File: config.mk
export PLATFORM = sky130hd
export DESIGN_NAME = gap_monitor
export DESIGN_NICKNAME = d
export VERILOG_FILES = /design/src/rtl/gap_monitor.sv
export SDC_FILE = /design/constraint.sdc
export NUM_CORES = 1
export LEC_CHECK = 0
export BUFFER_PORTS_ARGS = -buffer_cell sky130_fd_sc_hd__buf_2
export CAP_MARGIN = 20
export CORE_ASPECT_RATIO = 0.5
export CORE_UTILIZATION = 53
export DETAILED_ROUTE_END_ITERATION = 8
export GPL_TIMING_DRIVEN = 0
export PLACE_DENSITY = 0.84
export SLEW_MARGIN = 30
export SYNTH_ARGS = -nofsm -noshare
export SYNTH_HDL_FRONTEND = slang
export SYNTH_SLANG_ARGS = --single-unit
File: constraint.sdc
create_clock -name clk_in -period 2.8 [get_ports clk_in]
set_input_delay 0.42 -clock clk_in [delete_from_list [all_inputs] [get_ports clk_in]]
set_output_delay 0.42 -clock clk_in [all_outputs]
set_load 0.1 [all_outputs]
File: src/rtl/gap_monitor.sv
// Gap monitor: removes ADC mid-scale/calibration offsets, box-car filters current and voltage,
// and classifies the gap (open / breakdown / short) with a debounced FSM and ignition-delay counter.
module gap_monitor #(
    parameter int ADC_W    = 12,
    parameter int CUR_OFS  = -80,
    parameter int VOL_OFS  = 94,
    parameter int AVG_LOG2 = 2,
    parameter int DEB_CYC  = 4,
    parameter int TD_W     = 20
) (
    input  logic                   clk_in,
    input  logic                   sys_rst,
    input  logic [ADC_W-1:0]       ad1_in,
    input  logic [ADC_W-1:0]       ad2_in,
    input  logic                   arm,
    input  logic signed [12:0]     v_open_th,
    input  logic signed [12:0]     v_bd_th,
    input  logic signed [12:0]     i_bd_th,
    output logic signed [12:0]     cur_out,
    output logic signed [12:0]     vol_out,
    output logic                   is_breakdown,
    output logic                   is_short,
    output logic [TD_W-1:0]        td_count,
    output logic                   td_valid,
    output logic                   td_sat
);

    localparam int          DW  = 13;
    localparam int          SW  = DW + AVG_LOG2;
    localparam int unsigned WIN = 1 << AVG_LOG2;
    localparam int          MID = 1 << (ADC_W - 1);
    localparam int          DBW = (DEB_CYC > 1) ? $clog2(DEB_CYC) : 1;
    localparam logic [DBW-1:0]  DEB_LAST = DBW'(DEB_CYC - 1);
    localparam logic [TD_W-1:0] TD_MAX   = '1;

    typedef enum logic [2:0] {
        IDLE,
        WAIT_OPEN,
        OPEN,
        BREAKDOWN,
        SHORT
    } state_t;

    logic signed [DW-1:0] c_d, v_d, c_q, v_q;
    logic signed [DW-1:0] cwin_q [WIN];
    logic signed [DW-1:0] vwin_q [WIN];
    logic signed [SW-1:0] csum_d, vsum_d, csum_q, vsum_q;

    always_comb begin
        c_d = DW'(int'({1'b0, ad1_in}) - MID - CUR_OFS);
        v_d = DW'(int'({1'b0, ad2_in}) - MID - VOL_OFS);
    end

    // Running sum: add the newest stage-1 sample, drop the one leaving the window.
    always_comb begin
        csum_d = csum_q + SW'(c_q) - SW'(cwin_q[WIN-1]);
        vsum_d = vsum_q + SW'(v_q) - SW'(vwin_q[WIN-1]);
    end

    always_ff @(posedge clk_in) begin
        if (sys_rst) begin
            c_q    <= '0;
            v_q    <= '0;
            csum_q <= '0;
            vsum_q <= '0;
            for (int unsigned i = 0; i < WIN; i++) begin
                cwin_q[i] <= '0;
                vwin_q[i] <= '0;
            end
        end else begin
            c_q       <= c_d;
            v_q       <= v_d;
            csum_q    <= csum_d;
            vsum_q    <= vsum_d;
            cwin_q[0] <= c_q;
            vwin_q[0] <= v_q;
            for (int unsigned i = 1; i < WIN; i++) begin
                cwin_q[i] <= cwin_q[i-1];
                vwin_q[i] <= vwin_q[i-1];
            end
        end
    end

    assign cur_out = DW'(csum_q >>> AVG_LOG2);
    assign vol_out = DW'(vsum_q >>> AVG_LOG2);

    logic open_c, bd_c;
    assign open_c = (vol_out >= v_open_th);
    assign bd_c   = (vol_out < v_bd_th) && (cur_out >= i_bd_th);

    state_t          state_q;
    logic [DBW-1:0]  deb_q;
    logic            arm_q;
    logic [TD_W-1:0] td_q, td_d;
    logic [TD_W-1:0] td_count_q;
    logic            td_valid_q, td_sat_q, is_bd_q, is_sh_q;

    assign td_d = (td_q == TD_MAX) ? td_q : td_q + TD_W'(1);

    always_ff @(posedge clk_in) begin
        if (sys_rst) begin
            state_q    <= IDLE;
            deb_q      <= '0;
            arm_q      <= 1'b0;
            td_q       <= '0;
            td_count_q <= '0;
            td_valid_q <= 1'b0;
            td_sat_q   <= 1'b0;
            is_bd_q    <= 1'b0;
            is_sh_q    <= 1'b0;
        end else begin
            arm_q      <= arm;
            td_valid_q <= 1'b0;
            if (!arm) begin
                // Disarm takes precedence over any transition pending this cycle.
                state_q  <= IDLE;
                deb_q    <= '0;
                td_sat_q <= 1'b0;
                is_bd_q  <= 1'b0;
                is_sh_q  <= 1'b0;
            end else begin
                case (state_q)
                    IDLE: begin
                        if (!arm_q) begin
                            state_q  <= WAIT_OPEN;
                            deb_q    <= '0;
                            td_q     <= '0;
                            td_sat_q <= 1'b0;
                        end
                    end
                    WAIT_OPEN: begin
                        td_q <= td_d;
                        if (td_d == TD_MAX) td_sat_q <= 1'b1;
                        if (open_c || bd_c) begin
                            if (deb_q == DEB_LAST) begin
                                deb_q   <= '0;
                                state_q <= open_c ? OPEN : SHORT;
                                is_sh_q <= !open_c;
                            end else begin
                                deb_q <= deb_q + DBW'(1);
                            end
                        end else begin
                            deb_q <= '0;
                        end
                    end
                    OPEN: begin
                        td_q <= td_d;
                        if (td_d == TD_MAX) td_sat_q <= 1'b1;
                        if (bd_c) begin
                            if (deb_q == DEB_LAST) begin
                                deb_q      <= '0;
                                state_q    <= BREAKDOWN;
                                is_bd_q    <= 1'b1;
                                td_count_q <= td_d;
                                td_valid_q <= 1'b1;
                            end else begin
                                deb_q <= deb_q + DBW'(1);
                            end
                        end else begin
                            deb_q <= '0;
                        end
                    end
                    BREAKDOWN, SHORT: begin
                        deb_q <= '0;
                    end
                    default: begin
                        state_q <= IDLE;
                        deb_q   <= '0;
                    end
                endcase
            end
        end
    end

    assign is_breakdown = is_bd_q;
    assign is_short     = is_sh_q;
    assign td_count     = td_count_q;
    assign td_valid     = td_valid_q;
    assign td_sat       = td_sat_q;

endmodule

==> results.py <==
metrics = {
    "setup_path": {
        "critPathLaunchType": "flop",
        "worst_path_largest_cell_delay_ps": 540,
        "critPathKind": "flop to flop",
        "r2r_setup_slack_ps": 70,
        "worst-path-max-fanout": 5,
        "cp.depth": 11,
        "worstReg2RegStart": "csum_q[4]",
        "reg2reg_depth": 11,
        "worstReg2RegEnd": "csum_q[13]",
        "crit_slowest_cell": "fa_1",
        "crit_top_cell": "inv_1",
        "critPathRequiredTime_ps": 3160,
        "arrival_ps": 3090,
        "crit_family": "adder cells",
        "crit_buf_inv": 2,
        "cp_cell_sequence": "inv_1 -> fa_1 -> inv_1 -> ha_4 -> nand3_1 -> o2111ai_2 -> a41oi_2 -> nand3b_1 -> a21oi_2 -> xnor2_1 -> nor2_1",
        "end_kind": "flop",
    },
    "timing": {
        "tightest_slew_ps": 848,
        "slew_headroom_pct": 43.5,
        "period_needed_ps": 2730,
        "fin_setup_tns_ps": 0,
        "drv_slew": 0,
        "hold_viol_final": 0,
        "rsz0062_at_grt": "true",
        "finalSetupViolCount": 0,
        "max_freq_mhz": 367,
        "fin_crit_sh_pct": 97.4,
        "skew_ps": 14.7,
    },
    "synth": {
        "synthMuxAreaShare_pct": 1.77,
        "avgSynthCellArea_um2": 8.96,
        "yosysTopAreaCellShare_pct": 40.8,
        "ys_seq_elements": 210,
        "synth_compound_area_share_pct": 10.6,
        "synth_commonest_cells": "210 x dfxtp_1, 156 x inv_1, 118 x nor2_1",
        "synth_xor_area_share_pct": 3.74,
        "synth_top_cell_by_area": "dfxtp_1",
        "netlist_area_mm2": 0.0103,
        "async_flop_share_pct": 0,
        "netlist_instances": 1149,
        "synthFlopType": "dfxtp_1",
        "post-synth-top-count-cell": "dfxtp_1",
        "synth_simple_gate_area_share_pct": 19.4,
        "seq_area_frac_synth_pct": 40.8,
        "yosys-top-cells-area": "dfxtp_1 41%, ha_1 9.0%, nor2b_1 6.1%",
        "synth_edf_count": 0,
        "synth_top_family_by_area": "simple AND/OR/NAND/NOR gates",
        "ys_types": 62,
        "synthAdderAreaFrac_pct": 14.4,
        "syn-num-nets": 1317,
        "ys_warn_count": 0,
    },
    "global_route": {
        "grt_pass1_wl_um": 38900,
        "grt_max_degree": 17,
        "grt_overflow": 0,
        "grt_pass1_vias": 7974,
        "gr-usage-all-layers_pct": 24.7,
        "antenna_found_initial": 0,
    },
    "drt": {
        "first_iter_violations": 503,
        "ant_nets": 0,
        "drt_pass1_iterations": 5,
        "via_per_inst": 5.24,
        "wl_per_cell_um": 15.9,
        "route.vias.total": 8206,
        "wl_um": 24900,
        "drc": 0,
    },
    "layout": {
        "design_area_mm2": 0.0122,
        "drive_gt1_share_pct": 18.5,
        "fin_cells": 1566,
        "diodes": 0,
        "area_delta_synth_final_pct": 18.1,
        "fin_nets": 1461,
    },
    "hold_path": {
        "hold_depth": 2,
        "hp-start": "ad1_in[11]",
        "hold_class": "input pin to flop",
        "hold_path_end": "c_q[12]",
    },
    "placed_design": {
        "place_congestion": 0.904,
        "placed_area_mm2": 0.0112,
        "dp_hpwl_um": 18500,
        "dp.cells": 1523,
        "io_buffers": 115,
    },
    "clock_tree": {
        "clock_latency_ps": 500,
        "cts_tree": "done",
        "cts_buffers": 20,
        "cts.sinks": 210,
        "postCtsHoldBufs": 0,
        "clkTransAtPathRegs_ps": 60,
        "clockBufferDepth": 3,
        "root_buffer": "clkbuf_16",
        "h-tree-depth": 1,
    },
    "floorplan": {
        "initial_core_util_pct": 55.0,
        "dieHeight_um": 101,
        "fp.coreArea_mm2": 0.0187,
        "die_w_um": 199,
        "io_pins": 116,
        "rows": 35,
        "dieArea_mm2": 0.0200,
    },
    "flow_run": {
        "maxCapViolations": 0,
    },
    "pwr": {
        "cellLeakagePower_nw": 5.66,
        "powerDensity_mw_per_mm2": 974,
        "ir_drop_v": 0.000530,
    },
    "status": {
        "run_status": "completed",
    },
}
==> worst reg2reg max path, stage by stage (launching register included) <==
cell       delay, ps
dfxtp_2          380
inv_1             80
fa_1             540
inv_1             70
ha_4             290
nand3_1          120
o2111ai_2        310
a41oi_2          210
nand3b_1         260
a21oi_2          170
xnor2_1          130
nor2_1            50
==> report_power, final <==
group	switching, mW	total, mW	leakage, nW	internal, mW
combinational	3.39	5.37	3.59	1.98
clock	1.19	2.99	0.351	1.80
sequential	0.226	3.48	1.72	3.25
total	4.81	11.8	5.66	7.03
==> metrics by stage <==
step           hold slack [ps]  power (mW)  setup slack, ps  utilization (%)
4_1_cts                    105        11.6            -22.0             64.0
3_3_place_gp               415        8.23            -97.3             59.9
5_1_grt                    102        12.5            -68.5             65.0
3_5_place_dp               422        8.44             -199             59.9
6_report                   111        11.8             74.0             65.0
2_1_floorplan              414        7.49              218                -
==> cell families (layout without fill, tap and decap cells) <==
family / after synthesis / after routing
buffers and inverters: 222 / 380
AND/OR/NAND/NOR: 389 / 389
multiplexers: 18 / 18
AO/OA/AOI/OAI: 164 / 164
adder cells (fa/ha/maj): 102 / 102
XOR/XNOR: 44 / 44
flip-flops: 210 / 210
==> layout by cell type (no fill, tap or decap), types with 7 or more instances in the layout <==
| master | count |
|---|---|
| and3_1 | 11 |
| a22oi_1 | 11 |
| a31oi_1 | 10 |
| clkbuf_1 | 25 |
| buf_4 | 35 |
| o211ai_1 | 7 |
| a211oi_1 | 7 |
| fa_1 | 27 |
| dfxtp_2 | 9 |
| a21oi_1 | 51 |
| nand2b_1 | 11 |
| nor2b_1 | 99 |
| a21o_1 | 10 |
| or3_1 | 7 |
| dfxtp_1 | 200 |
| nand2_1 | 48 |
| ha_1 | 67 |
| inv_1 | 149 |
| mux2i_1 | 16 |
| inv_2 | 7 |
| nand4_1 | 7 |
| nor2_1 | 118 |
| o21ai_0 | 24 |
| xnor2_1 | 24 |
| nor3_1 | 28 |
| buf_2 | 122 |
| nand3_1 | 32 |
| clkbuf_16 | 21 |
| xor2_1 | 20 |
==> worst max path at each step <==
stage | startpoint | end | slack, ps
6_report | csum_q[4] | csum_q[13] | 70
5_1_grt | csum_q[4] | csum_q[13] | -70
4_1_cts | vsum_q[2] | vsum_q[14] | -20
3_5_place_dp | v_bd_th[10] | td_count[12] | -200
3_3_place_gp | v_bd_th[10] | td_count[13] | -100
2_1_floorplan | vsum_q[2] | vsum_q[12] | 220
==> sequential cells by signal, indices dropped and copies added, names as in the netlist <==
register,cells
td_valid,1
is_short,1
vsum_q,15
cwin_q,52
td_sat,1
state_q,3
is_breakdown,1
csum_q,15
arm_q,1
vwin_q,52
c_q,13
td_q,20
td_count,20
deb_q,2
v_q,13
==> layout make-up <==
class                           count  area [um^2]
Inverter                          156          586
Buffer                             66          370
Clock buffer                       23          553
Multi-Input combinational cell    717         5290
Clock inverter                     13          183
Timing Repair Buffer              122          628
Sequential cell                   210         4220
Tap cell                          259          324
Fill cell                        1520         6540
==> what timing repair did <==
action / in CTS / in global routing
buffers inserted: 2 / 5
hold endpoints to repair: 0 / 0
pin swaps: 4 / 18
resized for setup: 8 / 39
endpoints found under the setup margin: 7 / 37
==> routing by layer <==
layer | up-vias | wire length (um) | GRT usage, %
li1 | 4023 | - | -
met1 | 3913 | 10800 | 31.6
met2 | 227 | 12100 | 43.6
met3 | 43 | 1410 | 3.88
met4 | 0 | 536 | 6.80
met5 | - | 0 | 0
(Power assumes the default switching activity.)
